File: src/rtl/latch_q_debounce.sv
// ============================================================================
// latch_q_debounce: synchronises and debounces a transparent-latch output,
// producing a clean level, edge pulses and saturating edge/glitch counters.
// Revision: 1.0
// ============================================================================
`default_nettype none

module latch_q_debounce #(
  parameter int STABLE_CYCLES = 4,
  parameter int CNT_W         = 8
) (
  input  logic             clock,
  input  logic             reset_n,
  input  logic             q_in,
  input  logic             clear,
  output logic             q_clean,
  output logic             rise_pulse,
  output logic             fall_pulse,
  output logic             busy,
  output logic [CNT_W-1:0] edge_count,
  output logic [CNT_W-1:0] glitch_count
);

  typedef enum logic [0:0] {
    IDLE    = 1'b0,
    QUALIFY = 1'b1
  } state_e;

  localparam logic [7:0]       c_stab_last = 8'(STABLE_CYCLES - 1);
  localparam logic [CNT_W-1:0] c_cnt_max   = '1;
  localparam logic [CNT_W-1:0] c_cnt_one   = CNT_W'(1);

  logic             s1_q, s2_q;
  state_e           state_q, state_d;
  logic [7:0]       stab_cnt_q, stab_cnt_d;
  logic             q_clean_q, q_clean_d;
  logic             rise_q, rise_d;
  logic             fall_q, fall_d;
  logic [CNT_W-1:0] edge_cnt_q, edge_cnt_d;
  logic [CNT_W-1:0] glitch_cnt_q, glitch_cnt_d;
  logic             w_commit;
  logic             w_glitch;

  always_comb begin
    state_d      = state_q;
    stab_cnt_d   = stab_cnt_q;
    q_clean_d    = q_clean_q;
    rise_d       = 1'b0;
    fall_d       = 1'b0;
    edge_cnt_d   = edge_cnt_q;
    glitch_cnt_d = glitch_cnt_q;
    w_commit     = 1'b0;
    w_glitch     = 1'b0;

    case (state_q)
      IDLE: begin
        if (s2_q != q_clean_q) begin
          if (STABLE_CYCLES == 1) begin
            w_commit = 1'b1;
          end else begin
            stab_cnt_d = 8'd1;
            state_d    = QUALIFY;
          end
        end
      end
      QUALIFY: begin
        if (s2_q == q_clean_q) begin
          w_glitch = 1'b1;
          state_d  = IDLE;
        end else if (stab_cnt_q == c_stab_last) begin
          w_commit = 1'b1;
        end else begin
          stab_cnt_d = stab_cnt_q + 8'd1;
        end
      end
      default: state_d = IDLE;
    endcase

    if (w_commit) begin
      q_clean_d = s2_q;
      rise_d    = s2_q;
      fall_d    = ~s2_q;
      state_d   = IDLE;
    end

    // clear wins over a same-cycle increment; counters stick at all-ones
    if (clear) begin
      edge_cnt_d   = '0;
      glitch_cnt_d = '0;
    end else begin
      if (w_commit && (edge_cnt_q != c_cnt_max)) begin
        edge_cnt_d = edge_cnt_q + c_cnt_one;
      end
      if (w_glitch && (glitch_cnt_q != c_cnt_max)) begin
        glitch_cnt_d = glitch_cnt_q + c_cnt_one;
      end
    end
  end

  always_ff @(posedge clock) begin
    if (!reset_n) begin
      s1_q         <= 1'b0;
      s2_q         <= 1'b0;
      state_q      <= IDLE;
      stab_cnt_q   <= 8'd0;
      q_clean_q    <= 1'b0;
      rise_q       <= 1'b0;
      fall_q       <= 1'b0;
      edge_cnt_q   <= '0;
      glitch_cnt_q <= '0;
    end else begin
      s1_q         <= q_in;
      s2_q         <= s1_q;
      state_q      <= state_d;
      stab_cnt_q   <= stab_cnt_d;
      q_clean_q    <= q_clean_d;
      rise_q       <= rise_d;
      fall_q       <= fall_d;
      edge_cnt_q   <= edge_cnt_d;
      glitch_cnt_q <= glitch_cnt_d;
    end
  end

  assign q_clean      = q_clean_q;
  assign rise_pulse   = rise_q;
  assign fall_pulse   = fall_q;
  assign busy         = (state_q == QUALIFY);
  assign edge_count   = edge_cnt_q;
  assign glitch_count = glitch_cnt_q;

endmodule

`default_nettype wire
File: config.mk
export PLATFORM = sky130hd
export DESIGN_NAME = latch_q_debounce
export DESIGN_NICKNAME = d
export VERILOG_FILES = /design/src/rtl/latch_q_debounce.sv
export SDC_FILE = /design/constraint.sdc
export NUM_CORES = 1
export LEC_CHECK = 0
export BUFFER_PORTS_ARGS = -buffer_cell sky130_fd_sc_hd__buf_2
export CAP_MARGIN = 0
export CORE_MARGIN = 3
export CORE_UTILIZATION = 35
export CTS_BUF_LIST = sky130_fd_sc_hd__clkbuf_2 sky130_fd_sc_hd__clkbuf_4 sky130_fd_sc_hd__clkbuf_8
export CTS_CLUSTER_SIZE = 24
export DETAILED_ROUTE_END_ITERATION = 10
export PLACE_DENSITY_LB_ADDON = 0.05
export SYNTH_ARGS = -nofsm -noshare
export SYNTH_HDL_FRONTEND = slang
export SYNTH_SLANG_ARGS = --single-unit
export TNS_END_PERCENT = 30
File: constraint.sdc
create_clock -name clock -period 5 [get_ports clock]
set_input_delay 0.5 -clock clock [delete_from_list [all_inputs] [get_ports clock]]
set_output_delay 0.5 -clock clock [all_outputs]
set_load 0.01 [all_outputs]
* Yosys cells after proc, flatten, opt, wreduce, memory -nomap -nowiden *
Index checks and enable logic that the tools add are counted.

operators by class
  $add $sub $neg = 3
  multiply operators = 0
  div/mod/pow operators = 0
  magnitude comparators = 0
  equality and inequality tests = 8
  shifts and indexed selects = 0
  multiplexer cells = 12
  bitwise gates (word level) = 3
  reductions and logical operators = 6

operators with widths
  operator               count
  $add A8 B1 Y8 const B  3
  $mux W8                3
  $ne A8 B8 Y1 const B   2
  $pmux W8 S2            1
  $eq A8 B2 Y1 const B   1
  $mux W1                7
  $ne A2 B2 Y1 const B   3
  $reduce_or A2 Y1       2
  $not A1 Y1             3
  $reduce_and A3 Y1      1
  $logic_and A1 B1 Y1    2
  $pmux W1 S2            1
  $reduce_and A2 Y1      1
  $eq A1 B1 Y1           1
  $ne A1 B1 Y1           1

word-level totals
  bits in registers = 30
  latch bits = 0
  bits in writable memories = 0
  memory bits (read-only) = 0
  input bits = 4
  output and inout bits = 20
  word-level logic and storage cells = 41
  memories = 0

* Longest topological paths before layout *
Gate-level depths: netlist (run 1).

  depth after elaboration = 5
  depth in mapped cells = 6
  gate-level depth less buffers = 5

* Worst setup path after synthesis (run 1) *
Ideal clock, no wire load.

  kind = register to register
  from = reg stab_cnt_q[0]
  to = reg edge_cnt_q[7] (netlist: edge_count[7])
  library setup time = 0.086 ns
  arrival time = 1.617 ns
  data required time = 4.914 ns
  path slack = 3.297 ns
  stages on the path, launching flop included = 7
  buffers on the path = 1
  clock period less this slack = 1.703 ns
  path through = dfxtp_1 ha_1 nor4b_2 nand4_2 buf_2 o31a_1 a211oi_1

on the way
  word-level cells in the longest chain between the ends = 5

RTL lines
  element                   line  RTL
  start: declaration        35    logic [7:0] stab_cnt_q, stab_cnt_d;
  start signal: assignment  115   stab_cnt_q <= stab_cnt_d;
  $eq A8 B2 Y1              70    end else if (stab_cnt_q == c_stab_last) begin
  $mux W1                   70
  $mux W1                   67    if (s2_q == q_clean_q) begin
  $mux W1                   55    case (state_q)
  $logic_and A1 B1 Y1       91    if (w_commit && (edge_cnt_q != c_cnt_max)) begin
  end signal: assignment    119   edge_cnt_q <= edge_cnt_d;
  end: declaration          39    logic [CNT_W-1:0] edge_cnt_q, edge_cnt_d;

No other way between the ends.
A chain may end at the register's enable or synchronous reset.

* Worst setup path in the final report (run 1) *
  from = reg q_clean_q (netlist: q_clean)
  to = reg glitch_cnt_q[6] (netlist: glitch_count[6])

on the way
  word-level cells in the longest chain between the ends = 4

RTL lines
  element                   line  RTL
  start: declaration        36    logic q_clean_q, q_clean_d;
  start signal: assignment  116   q_clean_q <= q_clean_d;
  $eq A1 B1 Y1              67
  $mux W1                   67
  $mux W1                   55
  $logic_and A1 B1 Y1       94    if (w_glitch && (glitch_cnt_q != c_cnt_max)) begin
  end signal: assignment    120   glitch_cnt_q <= glitch_cnt_d;
  end: declaration          40    logic [CNT_W-1:0] glitch_cnt_q, glitch_cnt_d;

No other way between the ends.

==> impl_metrics.ini, run 1 <==
[timing]
final-hold-violation-count = 0
max_freq_mhz = 432
rsz0062_at_grt = no
worst_pin_slew_ns = 0.976
setup_viol = 0
fin_tns_setup_ns = 0
finalCritPeriodShare_pct = 46.3
maxSlewHeadroom_pct = 34.5
fin_ws_ns = 2.69
slew_violations = 0
final.setup_skew_ns = 0.00349
period_needed_ns = 2.31

[setup_path]
path_class = reg -> reg
path_max_fanout = 12
worstPathArrival_ns = 2.51
start_kind = register
cp.required_ns = 5.20
cp-end-kind = register

[cells_and_area]
post-route-util_pct = 44.1
layout.nets = 194
fillerInstances = 388
diodes = 0
layout-drive-gt1-share_pct = 18.7
area_growth_syn_to_layout_pct = 15.9

[grt]
antenna_found_initial = 0
met3_usage_pct = 5.90
grt_util_met1_pct = 15.5
grt_overflow_total = 0
top_usage_layer = met2
gr-usage-met2_pct = 21.1
grt_pass1_vias = 1170
track_usage_pct = 13.5
grt_max_degree = 20
grt_pass1_wl_um = 5290

[yosys]
syn_avg_cell_area_um2 = 8.87
synth_edf_count = 0
postSynthCellCount = 164
synth_ff_type = dfxtp_1
ys_types = 48
yosys_register_bits = 30
syn-cell-area_um2 = 1460
synth_fp_nets = 171
async_flop_share_pct = 0
seq_area_frac_synth_pct = 41.3
ys_warn_count = 0

[detailed_routing]
wl_um = 3140
vias_per_cell = 5.61
vias = 1318
ant_nets = 0
drt-pass1-iter-count = 4
post_drt_wl_per_cell_um = 13.3
drt_iter0_drc = 51
route.detailed.drc = 0

[placement]
dpl.hpwl_um = 2190
io_buffers = 23
dp_slack_ns = 2.73
gp_congestion = 0.769

[floorplanning]
coreArea_um2 = 3830
dieArea_um2 = 4970
rows = 22
start_util_pct = 38.0
chipHeight_um = 70.5
io_pins = 24
dieWidth_um = 70.5

[cts]
cts_tree = done
cts_setup_buffers = 0
cts_made_buffers = 5
h-tree-depth = 2
clk_pin_slew_worst_paths_ns = 0.06
cts_sinks = 30
root_buffer = clkbuf_8
ctsHoldBuffers = 0
clk_path_buf_depth = 2
post_cts_resized = 0
clkLatencyLatePin_ns = 0.28

[hold_path]
min_path_type = in -> reg

[flow_run]
cap_violations = 0

[outcome]
status = finished, final reports clean

[power]
power_density_nw_per_um2 = 262
p_leak_nw = 0.633
irDropWorstVdd_uv = 144
## cell families after synthesis
kind of cell / share of synthesized area (%)
AO/OA/AOI/OAI: 19.3
adder cells (fa/ha/maj): 2.58
XOR/XNOR: 3.53
AND/OR/NAND/NOR: 30.3
buffers and inverters: 2.41
flip-flops: 41.3
multiplexers: 0.688
## registers in the layout, summed over array words and instances (netlist names)
signal / count
stab_cnt_q: 8
q_clean: 1
s1_q: 1
busy: 1
edge_count: 8
fall_pulse: 1
rise_pulse: 1
s2_q: 1
glitch_count: 8
## per-layer routing
metal	wire length, um	share of wire, %
met3	150	4.8
met4	68	2.2
met2	1470	47
met1	1450	46
met5	0	0
## where the power goes
| group | internal (mW) | switching, mW | total [mW] |
|---|---|---|---|
| clock | 0.106 | 0.0811 | 0.187 |
| combinational | 0.00435 | 0.00769 | 0.0120 |
| sequential | 0.241 | 0.00214 | 0.243 |
## final timing paths
path	start	to	slack, ns	cells past startpoint
setup / recovery	q_clean	glitch_count[6]	2.69	4
hold / removal	q_in	s1_q	0.43	2
setup reg to reg	q_clean	glitch_count[6]	2.69	4
hold reg to reg	s1_q	s2_q	0.44	1
## cell type report
class | count | area [um^2] | area share (%)
timing repair buffer | 23 | 115 | 6.82
inverter | 2 | 7.51 | 0.445
sequential | 30 | 601 | 35.6
tap | 48 | 60.1 | 3.56
multi-input combinational | 125 | 820 | 48.6
clock buffer | 7 | 83.8 | 4.97
## worst max-delay path, cell delays in order (launching register included)
cell      delay, ns
dfxtp_1        0.36
xnor2_1        0.80
o211ai_1       0.42
or4_1          0.52
a21oi_1        0.14
## cells in the mapped netlist (3+ instances only)
| cell type | n | area [um^2] |
|---|---|---|
| dfxtp_1 | 30 | 601 |
| nand2_1 | 13 | 48.8 |
| a21oi_1 | 12 | 60.1 |
| nand3_1 | 10 | 50.1 |
| o21ai_0 | 8 | 40.0 |
| nor2_1 | 6 | 22.5 |
| clkbuf_1 | 5 | 18.8 |
| o31ai_1 | 5 | 37.5 |
| or3_1 | 5 | 31.3 |
| and2_1 | 4 | 25.0 |
| and3_1 | 4 | 25.0 |
| nor2b_1 | 4 | 25.0 |
| or4_1 | 4 | 30.0 |
| ha_1 | 3 | 37.5 |
| nor4_1 | 3 | 18.8 |
| xor2_1 | 3 | 26.3 |
## stage by stage
stage | hold WS [ns] | power [mW] | instance area (um^2) | instances
3_3_place_gp | 0.421 | 0.260 | 1600 | 228
4_1_cts | 0.415 | 0.453 | 1690 | 235
5_1_grt | 0.417 | 0.466 | 1690 | 235
6_report | 0.425 | 0.442 | 1690 | 235
3_5_place_dp | 0.425 | 0.260 | 1600 | 228
2_1_floorplan | 0.412 | 0.257 | 1460 | 164
## cell usage in the layout (no fill, tap or decap), types with 3 or more instances in the layout
master / synthesis / final
a21oi_1: 12 / 12
and2_1: 4 / 4
and3_1: 4 / 4
buf_2: 1 / 23
clkbuf_8: 0 / 5
dfxtp_1: 30 / 30
ha_1: 3 / 3
nand2_1: 13 / 13
nand3_1: 10 / 10
nor2_1: 6 / 6
nor2b_1: 4 / 4
nor4_1: 3 / 3
o21ai_0: 8 / 8
o31ai_1: 5 / 5
or3_1: 5 / 5
or4_1: 4 / 4
xor2_1: 3 / 3
No activity file was read; power rests on OpenSTA's default activity.
==> run 2, diff against run 1 <==
==> constraint.sdc (replaced) <==
create_clock -name clock -period 1.9 [get_ports clock]
set_input_delay 0.19 -clock clock [delete_from_list [all_inputs] [get_ports clock]]
set_output_delay 0.19 -clock clock [all_outputs]
set_load 0.01 [all_outputs]
==> impl_metrics.ini, run 2 (synthesis gave the netlist of run 1 again) <==
[outcome]
status = finished, final reports clean

[timing]
rsz0062_at_grt = yes
period_needed_ns = 1.79
final.setup_skew_ns = 0.00275
worst_pin_slew_ns = 0.682
maxSlewHeadroom_pct = 54.5
finalCritPeriodShare_pct = 94.0
max_freq_mhz = 560
setup_viol = 0
fin_tns_setup_ns = 0
fin_ws_ns = 0.115
final-hold-violation-count = 0
slew_violations = 0

[power]
power_density_nw_per_um2 = 680
irDropWorstVdd_uv = 279
p_leak_nw = 0.752

[cells_and_area]
layout_common_cells = 29 x dfxtp_1, 23 x buf_2, 18 x buf_4
diodes = 0
layout-drive-gt1-share_pct = 28.0
postLayoutCellArea_um2 = 1880
final_common_cell = dfxtp_1
area_growth_syn_to_layout_pct = 29.3
layout.nets = 213

[setup_path]
start_kind = register
path_class = reg -> reg
worstPathArrival_ns = 1.98
cp.required_ns = 2.09
cp-end-kind = register
path_max_fanout = 5

[floorplanning]
rows = 22
dieWidth_um = 70.5
start_util_pct = 38.0
chipHeight_um = 70.5
io_pins = 24
coreArea_um2 = 3830
dieArea_um2 = 4970

[placement]
gp_congestion = 0.822
io_buffers = 23
dpl.hpwl_um = 2440
dpl-instance-area_um2 = 1700
dp_slack_ns = 0.0140

[cts]
cts_made_buffers = 5
ctsHoldBuffers = 0
clk_pin_slew_worst_paths_ns = 0.06
root_buffer = clkbuf_8
clkLatencyLatePin_ns = 0.27
clk_path_buf_depth = 2
cts_tree = done
cts_sinks = 30
h-tree-depth = 2

[grt]
grt_pass1_vias = 1315
track_usage_pct = 14.3
grt_pass1_wl_um = 5800
grt_overflow_total = 0
grt_max_degree = 19
antenna_found_initial = 0

[hold_path]
min_path_type = in -> reg

[detailed_routing]
wl_um = 3580
post_drt_wl_per_cell_um = 14.0
drt-pass1-iter-count = 4
vias = 1417
vias_per_cell = 5.56
drt_iter0_drc = 77
ant_nets = 0
route.detailed.drc = 0

[flow_run]
cap_violations = 0
==> run 2: cell type report <==
class / count / area (um^2)
fill: 378 / 1940
inverter: 2 / 7.51
clock buffer: 8 / 110
timing repair buffer: 41 / 250
sequential: 30 / 602
tap: 48 / 60.1
multi-input combinational: 126 / 852
==> run 2: power breakdown <==
group          internal, mW  total [mW]  switching (mW)
sequential            0.633       0.636         0.00334
clock                 0.365       0.599           0.234
combinational        0.0176      0.0436          0.0260
==> run 2: metal layers <==
metal | global-route usage [%] | vias to the layer above | wire [um]
li1 | - | 706 | -
met1 | 17.7 | 684 | 1700
met2 | 24.0 | 25 | 1730
met3 | 4.46 | 2 | 134
met4 | 3.40 | 0 | 10
met5 | 0 | - | 0
==> run 2: final timing paths <==
| kind | from | to | slack, ns | cells after the start |
|---|---|---|---|---|
| setup / recovery | stab_cnt_q[0] | edge_count[5] | 0.11 | 5 |
| hold / removal | q_in | s1_q | 0.12 | 2 |
| setup reg to reg | stab_cnt_q[0] | edge_count[5] | 0.11 | 5 |
| hold reg to reg | s1_q | s2_q | 0.44 | 1 |
==> run 2: critical path, cell delays in order, from the launching register on <==
cell and delay [ns]:
dfxtp_1 0.35, ha_2 0.19, nor4b_4 0.25, nand4_2 0.21, or4_1 0.55, a21oi_1 0.16
==> run 2: timing repair <==
item                                    in CTS  in global routing
gates resized for setup                      0                  6
setup buffers                                2                  3
pin swaps                                    1                  3
endpoints found under the setup margin       2                  7
gates cloned                                 0                  1
hold endpoints to repair                     0                  0
==> run 2: stage by stage <==
step	hold slack, ns	power [mW]	instances	util (%)
3_3_place_gp	0.399	0.692	241	44.4
4_1_cts	0.119	1.29	251	47.7
3_5_place_dp	0.408	0.693	241	44.4
6_report	0.120	1.28	255	49.2
5_1_grt	0.139	1.33	255	49.2
2_1_floorplan	0.317	0.676	164	-
